## src/rtl/uart_tx_arbiter_pkg.sv

```systemverilog
// Shared types and constants for the uart TX arbiter: FSM state encoding and tag width.
// The tag word layout is {zero pad, grant_id} in UartArbTagWidth low bits.
package uart_tx_arbiter_pkg;

    localparam int unsigned UartMaxData     = 8;
    localparam int unsigned UartArbTagWidth = 4;

    typedef enum logic [1:0] {
        StIdle = 2'd0,
        StArb  = 2'd1,
        StTag  = 2'd2,
        StXfer = 2'd3
    } arb_state_e;

endpackage

```

## src/rtl/rr_priority_pick.sv

```systemverilog
// Combinational round-robin search: returns the first set bit of mask_i, scanning upward
// from ptr_i+1 modulo N, plus a found flag.
module rr_priority_pick #(
    parameter int unsigned N = 4,
    localparam int unsigned W = (N > 1) ? $clog2(N) : 1
) (
    input  logic [N-1:0] mask_i,
    input  logic [W-1:0] ptr_i,
    output logic [W-1:0] idx_o,
    output logic         found_o
);

    always_comb begin
        logic [W-1:0] cand;
        idx_o   = '0;
        found_o = 1'b0;
        cand    = '0;
        for (int unsigned k = 1; k <= N; k++) begin
            cand = W'((32'(ptr_i) + k) % N);
            if (!found_o && mask_i[cand]) begin
                found_o = 1'b1;
                idx_o   = cand;
            end
        end
    end

endmodule

```

## src/rtl/uart_tx_arbiter.sv

```systemverilog
// Packet-atomic round-robin arbiter sharing one uart TX FIFO among NUM_REQ clients.
// Define UART_ARB_TAG_EN to prefix every grant with a {zero pad, grant_id} tag word.
module uart_tx_arbiter
    import uart_tx_arbiter_pkg::*;
#(
    parameter int unsigned NUM_REQ    = 4,
    parameter int unsigned DATA_WIDTH = UartMaxData,
    parameter int unsigned MAX_BURST  = 64,
    localparam int unsigned GW = $clog2(NUM_REQ),
    localparam int unsigned CW = (MAX_BURST > 0) ? $clog2(MAX_BURST + 1) : 1
) (
    input  logic                          clk,
    input  logic                          rst,
    input  logic [NUM_REQ-1:0]            req_valid_i,
    input  logic [NUM_REQ*DATA_WIDTH-1:0] req_data_i,
    input  logic [NUM_REQ-1:0]            req_last_i,
    output logic [NUM_REQ-1:0]            req_ready_o,
    output logic [DATA_WIDTH-1:0]         tx_data_o,
    output logic                          tx_write_o,
    input  logic                          tx_full_i,
    input  logic                          tx_almost_full_i,
    output logic [GW-1:0]                 grant_id_o,
    output logic                          busy_o
);

    arb_state_e state_q, state_d;
    logic [GW-1:0]         grant_q, grant_d;
    logic [GW-1:0]         rr_q, rr_d;
    logic [CW-1:0]         burst_q, burst_d;
    logic [DATA_WIDTH-1:0] tx_data_q, tx_data_d;
    logic                  tx_write_q, tx_write_d;

    logic [GW-1:0]         pick_idx;
    logic                  pick_found;
    logic                  fifo_ok;
    logic                  cur_valid, cur_last;
    logic [DATA_WIDTH-1:0] cur_data;
    logic                  xfer_fire, burst_done, release_grant, tag_fire;

    rr_priority_pick #(
        .N(NUM_REQ)
    ) u_pick (
        .mask_i (req_valid_i),
        .ptr_i  (rr_q),
        .idx_o  (pick_idx),
        .found_o(pick_found)
    );

    // almost_full reserves the slot taken by the write already sitting in tx_write_q
    assign fifo_ok = !tx_full_i && !tx_almost_full_i;

    always_comb begin
        cur_valid = 1'b0;
        cur_last  = 1'b0;
        cur_data  = '0;
        for (int unsigned i = 0; i < NUM_REQ; i++) begin
            if (grant_q == GW'(i)) begin
                cur_valid = req_valid_i[i];
                cur_last  = req_last_i[i];
                cur_data  = req_data_i[i*DATA_WIDTH +: DATA_WIDTH];
            end
        end
    end

    assign xfer_fire     = (state_q == StXfer) && fifo_ok && cur_valid;
    assign burst_done    = (MAX_BURST != 0) && (burst_q == CW'(MAX_BURST - 1));
    assign release_grant = xfer_fire && (cur_last || burst_done);

`ifdef UART_ARB_TAG_EN
    assign tag_fire = (state_q == StTag) && fifo_ok;
`else
    assign tag_fire = 1'b0;
`endif

    always_ff @(posedge clk) begin
        if (rst) begin
            state_q <= StIdle;
        end else begin
            state_q <= state_d;
        end
    end

    always_comb begin
        state_d = state_q;
        unique case (state_q)
            StIdle: begin
                if (|req_valid_i) state_d = StArb;
            end
            StArb: begin
                if (pick_found) begin
`ifdef UART_ARB_TAG_EN
                    state_d = StTag;
`else
                    state_d = StXfer;
`endif
                end else begin
                    state_d = StIdle;
                end
            end
            StTag: begin
`ifdef UART_ARB_TAG_EN
                if (tag_fire) state_d = StXfer;
`else
                state_d = StIdle;
`endif
            end
            StXfer: begin
                if (release_grant) state_d = StIdle;
            end
            default: state_d = StIdle;
        endcase
    end

    always_comb begin
        req_ready_o = '0;
        for (int unsigned i = 0; i < NUM_REQ; i++) begin
            req_ready_o[i] = (state_q == StXfer) && fifo_ok && (grant_q == GW'(i));
        end
        busy_o = (state_q != StIdle);

        grant_d    = grant_q;
        rr_d       = rr_q;
        burst_d    = burst_q;
        tx_write_d = 1'b0;
        tx_data_d  = tx_data_q;

        if ((state_q == StArb) && pick_found) grant_d = pick_idx;
`ifdef UART_ARB_TAG_EN
        if (tag_fire) begin
            logic [UartArbTagWidth-1:0] tag_id;
            tag_id     = UartArbTagWidth'(grant_q);
            tx_write_d = 1'b1;
            tx_data_d  = DATA_WIDTH'(tag_id);
        end
`endif
        if (xfer_fire) begin
            tx_write_d = 1'b1;
            tx_data_d  = cur_data;
            burst_d    = burst_q + CW'(1);
        end
        if (release_grant) begin
            rr_d    = grant_q;
            burst_d = '0;
        end
    end

    always_ff @(posedge clk) begin
        if (rst) begin
            grant_q    <= '0;
            rr_q       <= GW'(NUM_REQ - 1);
            burst_q    <= '0;
            tx_data_q  <= '0;
            tx_write_q <= 1'b0;
        end else begin
            grant_q    <= grant_d;
            rr_q       <= rr_d;
            burst_q    <= burst_d;
            tx_data_q  <= tx_data_d;
            tx_write_q <= tx_write_d;
        end
    end

    assign tx_data_o  = tx_data_q;
    assign tx_write_o = tx_write_q;
    assign grant_id_o = grant_q;

endmodule

```

## config.mk

```make
export PLATFORM = sky130hd
export DESIGN_NAME = uart_tx_arbiter
export DESIGN_NICKNAME = d
export VERILOG_FILES = /design/src/rtl/uart_tx_arbiter_pkg.sv /design/src/rtl/rr_priority_pick.sv /design/src/rtl/uart_tx_arbiter.sv
export SDC_FILE = /design/constraint.sdc
export NUM_CORES = 1
export LEC_CHECK = 0
export ABC_AREA = 0
export BUFFER_PORTS_ARGS = -buffer_cell sky130_fd_sc_hd__buf_2
export CAP_MARGIN = 40
export CORE_UTILIZATION = 35
export DETAILED_ROUTE_END_ITERATION = 6
export PLACE_DENSITY = 0.71
export SLEW_MARGIN = 40
export SYNTH_ARGS = -nofsm -noshare
export SYNTH_HDL_FRONTEND = slang
export SYNTH_SLANG_ARGS = --single-unit
```

## constraint.sdc

```tcl
create_clock -name clk -period 2.4 [get_ports clk]
set_clock_uncertainty 0.2 [all_clocks]
set_input_delay 0.24 -clock clk [delete_from_list [all_inputs] [get_ports clk]]
set_output_delay 0.24 -clock clk [all_outputs]
set_load 0.1 [all_outputs]
```

Word level (Yosys, flattened, before mapping)
Index checks and enable logic that the tools add are counted.

Bits of input ports: 44. Word-level logic and storage cells: 81. Register bits: 22. Output and inout bits: 16.

Reduce and logical (&&, ||, !) cells: 24. Multiplexer cells: 33. Equality and inequality tests: 9. Add/subtract/negate cells: 5. $lt $le $gt $ge: 4.

Operator list (number): $mux W8 (4); $mux W1 (17); $mux W2 (7); $logic_and A1 B1 Y1 (12); $lt A2 B3 Y1 const B (4); $bmux W1 S2 (4); $eq A2 B2 Y1 const B (4); $pmux W2 S4 (1); $add A7 B1 Y7 const B (1); $eq A7 B6 Y1 const B (1); $logic_not A1 Y1 (5); $add A2 B1 Y2 const B (2); $add A2 B2 Y2 const B (2); $eq A2 B1 Y1 const B (2); $logic_not A2 Y1 (2); $ne A2 B2 Y1 const B (2); $reduce_or A4 Y1 (1); $reduce_and A2 Y1 (1); $reduce_bool A2 Y1 (1); $reduce_or A2 Y1 (1); $logic_or A1 B1 Y1 (1).

Depth between registers and ports, before layout
Word-level depth: 15. Depth in mapped cells: 7. Depth with buffers taken out: 5.

Modules after synthesis
A second synthesis with hierarchy kept.

Cells, all modules: 134. Area total of the unflattened synthesis: 1356.3 um2.

By module, submodules not included: uart_tx_arbiter (cells each 120, seq. area each 440.4 um2, times used 1, area an instance 1265.0 um2); rr_priority_pick (cells each 14, seq. area each 0.0 um2, times used 1, area an instance 91.3 um2).

Least setup slack after synthesis
OpenSTA, ideal clock, no wires.

Path type: register to output. Start point: reg grant_q[0] (netlist: grant_id_o[0]). End point: out req_ready_o[0]. Required time: 1.960 ns. Path slack: -1.448 ns. Arrival time: 3.408 ns. Cell stages (with the launch flop): 4. Path through: dfxtp_1 -> buf_6 -> clkbuf_1 -> nor3b_1.

Longest elaborated chain between the ends: 2.

Ends and longest elaborated chain: from (decl) (line uart_tx_arbiter.sv:27) `logic [GW-1:0] grant_q, grant_d;`; from (signal assigned) (line uart_tx_arbiter.sv:155) `grant_q <= grant_d;`; $logic_not A2 Y1 (line uart_tx_arbiter.sv:117) `req_ready_o[i] = (state_q == StXfer) && fifo_ok && (grant_q == GW'(i));`; $logic_and A1 B1 Y1 (line uart_tx_arbiter.sv:117); to (decl) (line uart_tx_arbiter.sv:17) `output logic [NUM_REQ-1:0] req_ready_o,`.

Every way passes these cells.

Worst setup path in the final report
Start point: reg state_q[0]. End point: out req_ready_o[0].

Longest elaborated chain between the ends: 3.

Ends and longest elaborated chain: from (decl) (line uart_tx_arbiter.sv:26) `arb_state_e state_q, state_d;`; from (signal assigned) (line uart_tx_arbiter.sv:77) `state_q <= StIdle;`; from (signal assigned) (line uart_tx_arbiter.sv:79) `state_q <= state_d;`; $eq A2 B2 Y1 (line uart_tx_arbiter.sv:117); $logic_and A1 B1 Y1 (2 in a row) (line uart_tx_arbiter.sv:117).

Every way passes these cells.

==> reports/metrics.cfg <==
[global_routing]
grt_use_met1 = 0.2296
met2_usage = 0.2567
grt_max_degree = 24
met3_usage = 0.03102
busiest_layer = met2
grt_util_all_layers = 0.1667
antenna_found_initial = 0
grt_pass1_wl_mm = 5.161
overflow = 0
grt_pass1_vias = 1059

[layout]
final_common_cell = buf_2
drive_gt1_frac = 0.4516
antennaDiodeCount = 0
n_fill_cell = 339
final_cell_mix = buf_2, dfxtp_1, nor2_1
area_growth_pct = 29.78
final_util = 0.4911
nets = 232

[die]
num_rows = 21
die_width_um = 63.01
start_util = 0.3784
die_area_um2 = 3970
die_h_um = 63.01
io_pins = 60
core_area_um2 = 3442

[pwr]
power_leakage_nw = 0.7066
p_seq_frac = 0.480
power_frac_clock = 0.291
p_sw_frac = 0.2827
power_density_nw_per_um2 = 469.4
power.switching_mw = 0.2243
comb_power_share = 0.229
p_int_mw = 0.5691
vdd_ir_drop_max_v = 0.0004546

[worst_hold_path]
hold_start = rst
hold_end = tx_write_o
holdPathStages = 2
hp-class = in2reg

[routing]
dr.pass1.iters = 4
vias_per_cell = 5.280
drt_iter0_drc = 59
post_drt_wl_per_cell_um = 13.82
antenna_left = 0
vias = 1225
drc = 0
drt_wl_total_mm = 3.207

[critical_path]
endpoint_kind = output port
r2r_start = grant_id_o[0]
cp.required_ps = 1960
cp_data_arrival_time_ps = 1650
path_class = reg2out
startpoint_type = register
reg2reg_depth = 4
critPathLaunch = state_q[0]
r2r_end = rr_q[0]
reg2reg_slack_ps = 360
cp_max_fo = 7

[sta]
rsz0062_at_grt = no
timing.slew.headroom = 0.5744
tightest_slew_ps = 638.4
finalMaxSlewViolations = 0
finalSetupTns_ps = 0
fin_crit_ps = 2092
hold_viol_final = 0
fmax_mhz = 478.0
fin_hold_ws_ps = 202.8
setup_viol = 0
final.period_utilization = 0.8716

[clocking]
clk_pin_slew_ps = 80
clock_latency_ps = 260
cts_tree = built
ctsResizeCount = 0
hold_buffers = 0
cts.htree.levels = 1
cts_buffers = 3
cts_sinks = 22
clock_path_buffers = 2
cts.root.buffer_cell = clkbuf_8
post_cts_buffers = 0

[logic_synthesis]
yosysUniqueCellTypes = 41
netlist_top_cells_area = dfxtp_1, mux4_2, mux4_1, mux2i_1, nor2_1
synthCells = 130
synth_nets = 175
syn_avg_cell_area_um2 = 10.02
synth-seq-area-share = 0.3381
netlist_area_um2 = 1302
synth_top_area_cell = dfxtp_1
synthesis.yosys.warnings = 0
ys_ff_latch = 22
yosysTopAreaCellShare = 0.3381

[placed_design]
gp_congestion = 0.7572
hpwlAfterDp_mm = 2.474
io_buffers = 59

[run]
maxCapViolations = 0

[outcome]
status = complete, no violations

## logic make-up (layout without fill, tap and decap cells)
kind of cell / count (synthesis) / count (layout) / share of synthesized area
flip-flops: 22 / 22 / 0.3381
adder cells (fa/ha/maj): 1 / 1 / 0.009605
multiplexers: 17 / 17 / 0.2354
AO/OA/AOI/OAI: 31 / 31 / 0.1816
AND/OR/NAND/NOR: 45 / 45 / 0.1787
buffers and inverters: 14 / 70 / 0.05668
## flip-flops by register name, indices dropped and copies added (netlist names)
signal / count
tx_write_o: 1
rr_q: 2
grant_id_o: 2
burst_q: 7
state_q: 2
tx_data_o: 8
## metal layers
| layer | part of all wire | routed length [µm] | up-vias |
|---|---|---|---|
| met5 | 0 | 0 | - |
| met4 | 0.014 | 44 | 0 |
| met3 | 0.043 | 139 | 4 |
| met2 | 0.48 | 1555 | 29 |
| met1 | 0.46 | 1468 | 587 |
| li1 | - | - | 605 |
## critical path: stages, from the launching register on
cell and delay (ps):
dfxtp_1 420, and4bb_2 310, nor3b_4 200, buf_2 450
## power by group through the flow
stage | registers [mW] | clock network (mW) | logic, mW
after floorplan | 0.409 | 0 | 0.113
after global placement | 0.388 | 0 | 0.181
after detailed placement | 0.390 | 0 | 0.182
after CTS | 0.381 | 0.241 | 0.183
after global routing | 0.383 | 0.253 | 0.195
final | 0.381 | 0.231 | 0.182
## cells in the mapped netlist
cell type,number
nand4b_1,2
mux2i_1,7
nand3_1,4
and3b_1,1
a41oi_4,1
buf_2,2
buf_4,1
and3_1,3
o211ai_1,2
nand2_1,8
and4bb_2,1
a21oi_1,9
nand3b_1,1
o21a_1,2
clkbuf_1,5
and2_1,1
nand2b_1,3
a32oi_1,1
nand4_1,1
nor3_1,2
nor3b_1,1
buf_6,2
nor2_2,1
or2_2,1
ha_1,1
mux4_1,3
a21o_1,1
a31oi_1,2
nor2_1,15
a211o_1,2
mux4_2,7
dfxtp_1,22
a311oi_1,1
o31ai_1,1
a211oi_2,1
o21ai_1,1
o41ai_2,1
a221oi_1,1
o22a_1,1
o21ai_0,4
inv_1,4
## worst max-delay path by stage
stage                     depth (start not counted)              to  slack, ps
final                                             3  req_ready_o[0]        310
after global placement                            4         rr_q[1]        400
after CTS                                         3  req_ready_o[0]        300
after floorplan                                   7    tx_data_o[0]         20
after detailed placement                          4         rr_q[1]        380
after global routing                              4  req_ready_o[2]        190
## layout make-up
cell class / count / area (µm²) / share of cell area
Multi-Input combinational cell: 94 / 809.5 / 0.4789
Sequential cell: 22 / 445.4 / 0.2635
Timing Repair Buffer: 62 / 317.8 / 0.1880
Tap cell: 46 / 57.56 / 0.03405
Clock buffer: 4 / 45.04 / 0.02665
Inverter: 4 / 15.01 / 0.008882
## through the flow
stage / worst slack [ps] / area, µm² / std cells / total power [mW]
after floorplan: 16.29 / 1329 / 130 / 0.5218
after global placement: 402.6 / 1645 / 228 / 0.5694
after detailed placement: 381.1 / 1645 / 228 / 0.5715
after CTS: 300.0 / 1690 / 232 / 0.8047
after global routing: 191.5 / 1690 / 232 / 0.8314
final: 308.0 / 1690 / 232 / 0.7934
No activity file was read; power rests on OpenSTA's default activity.
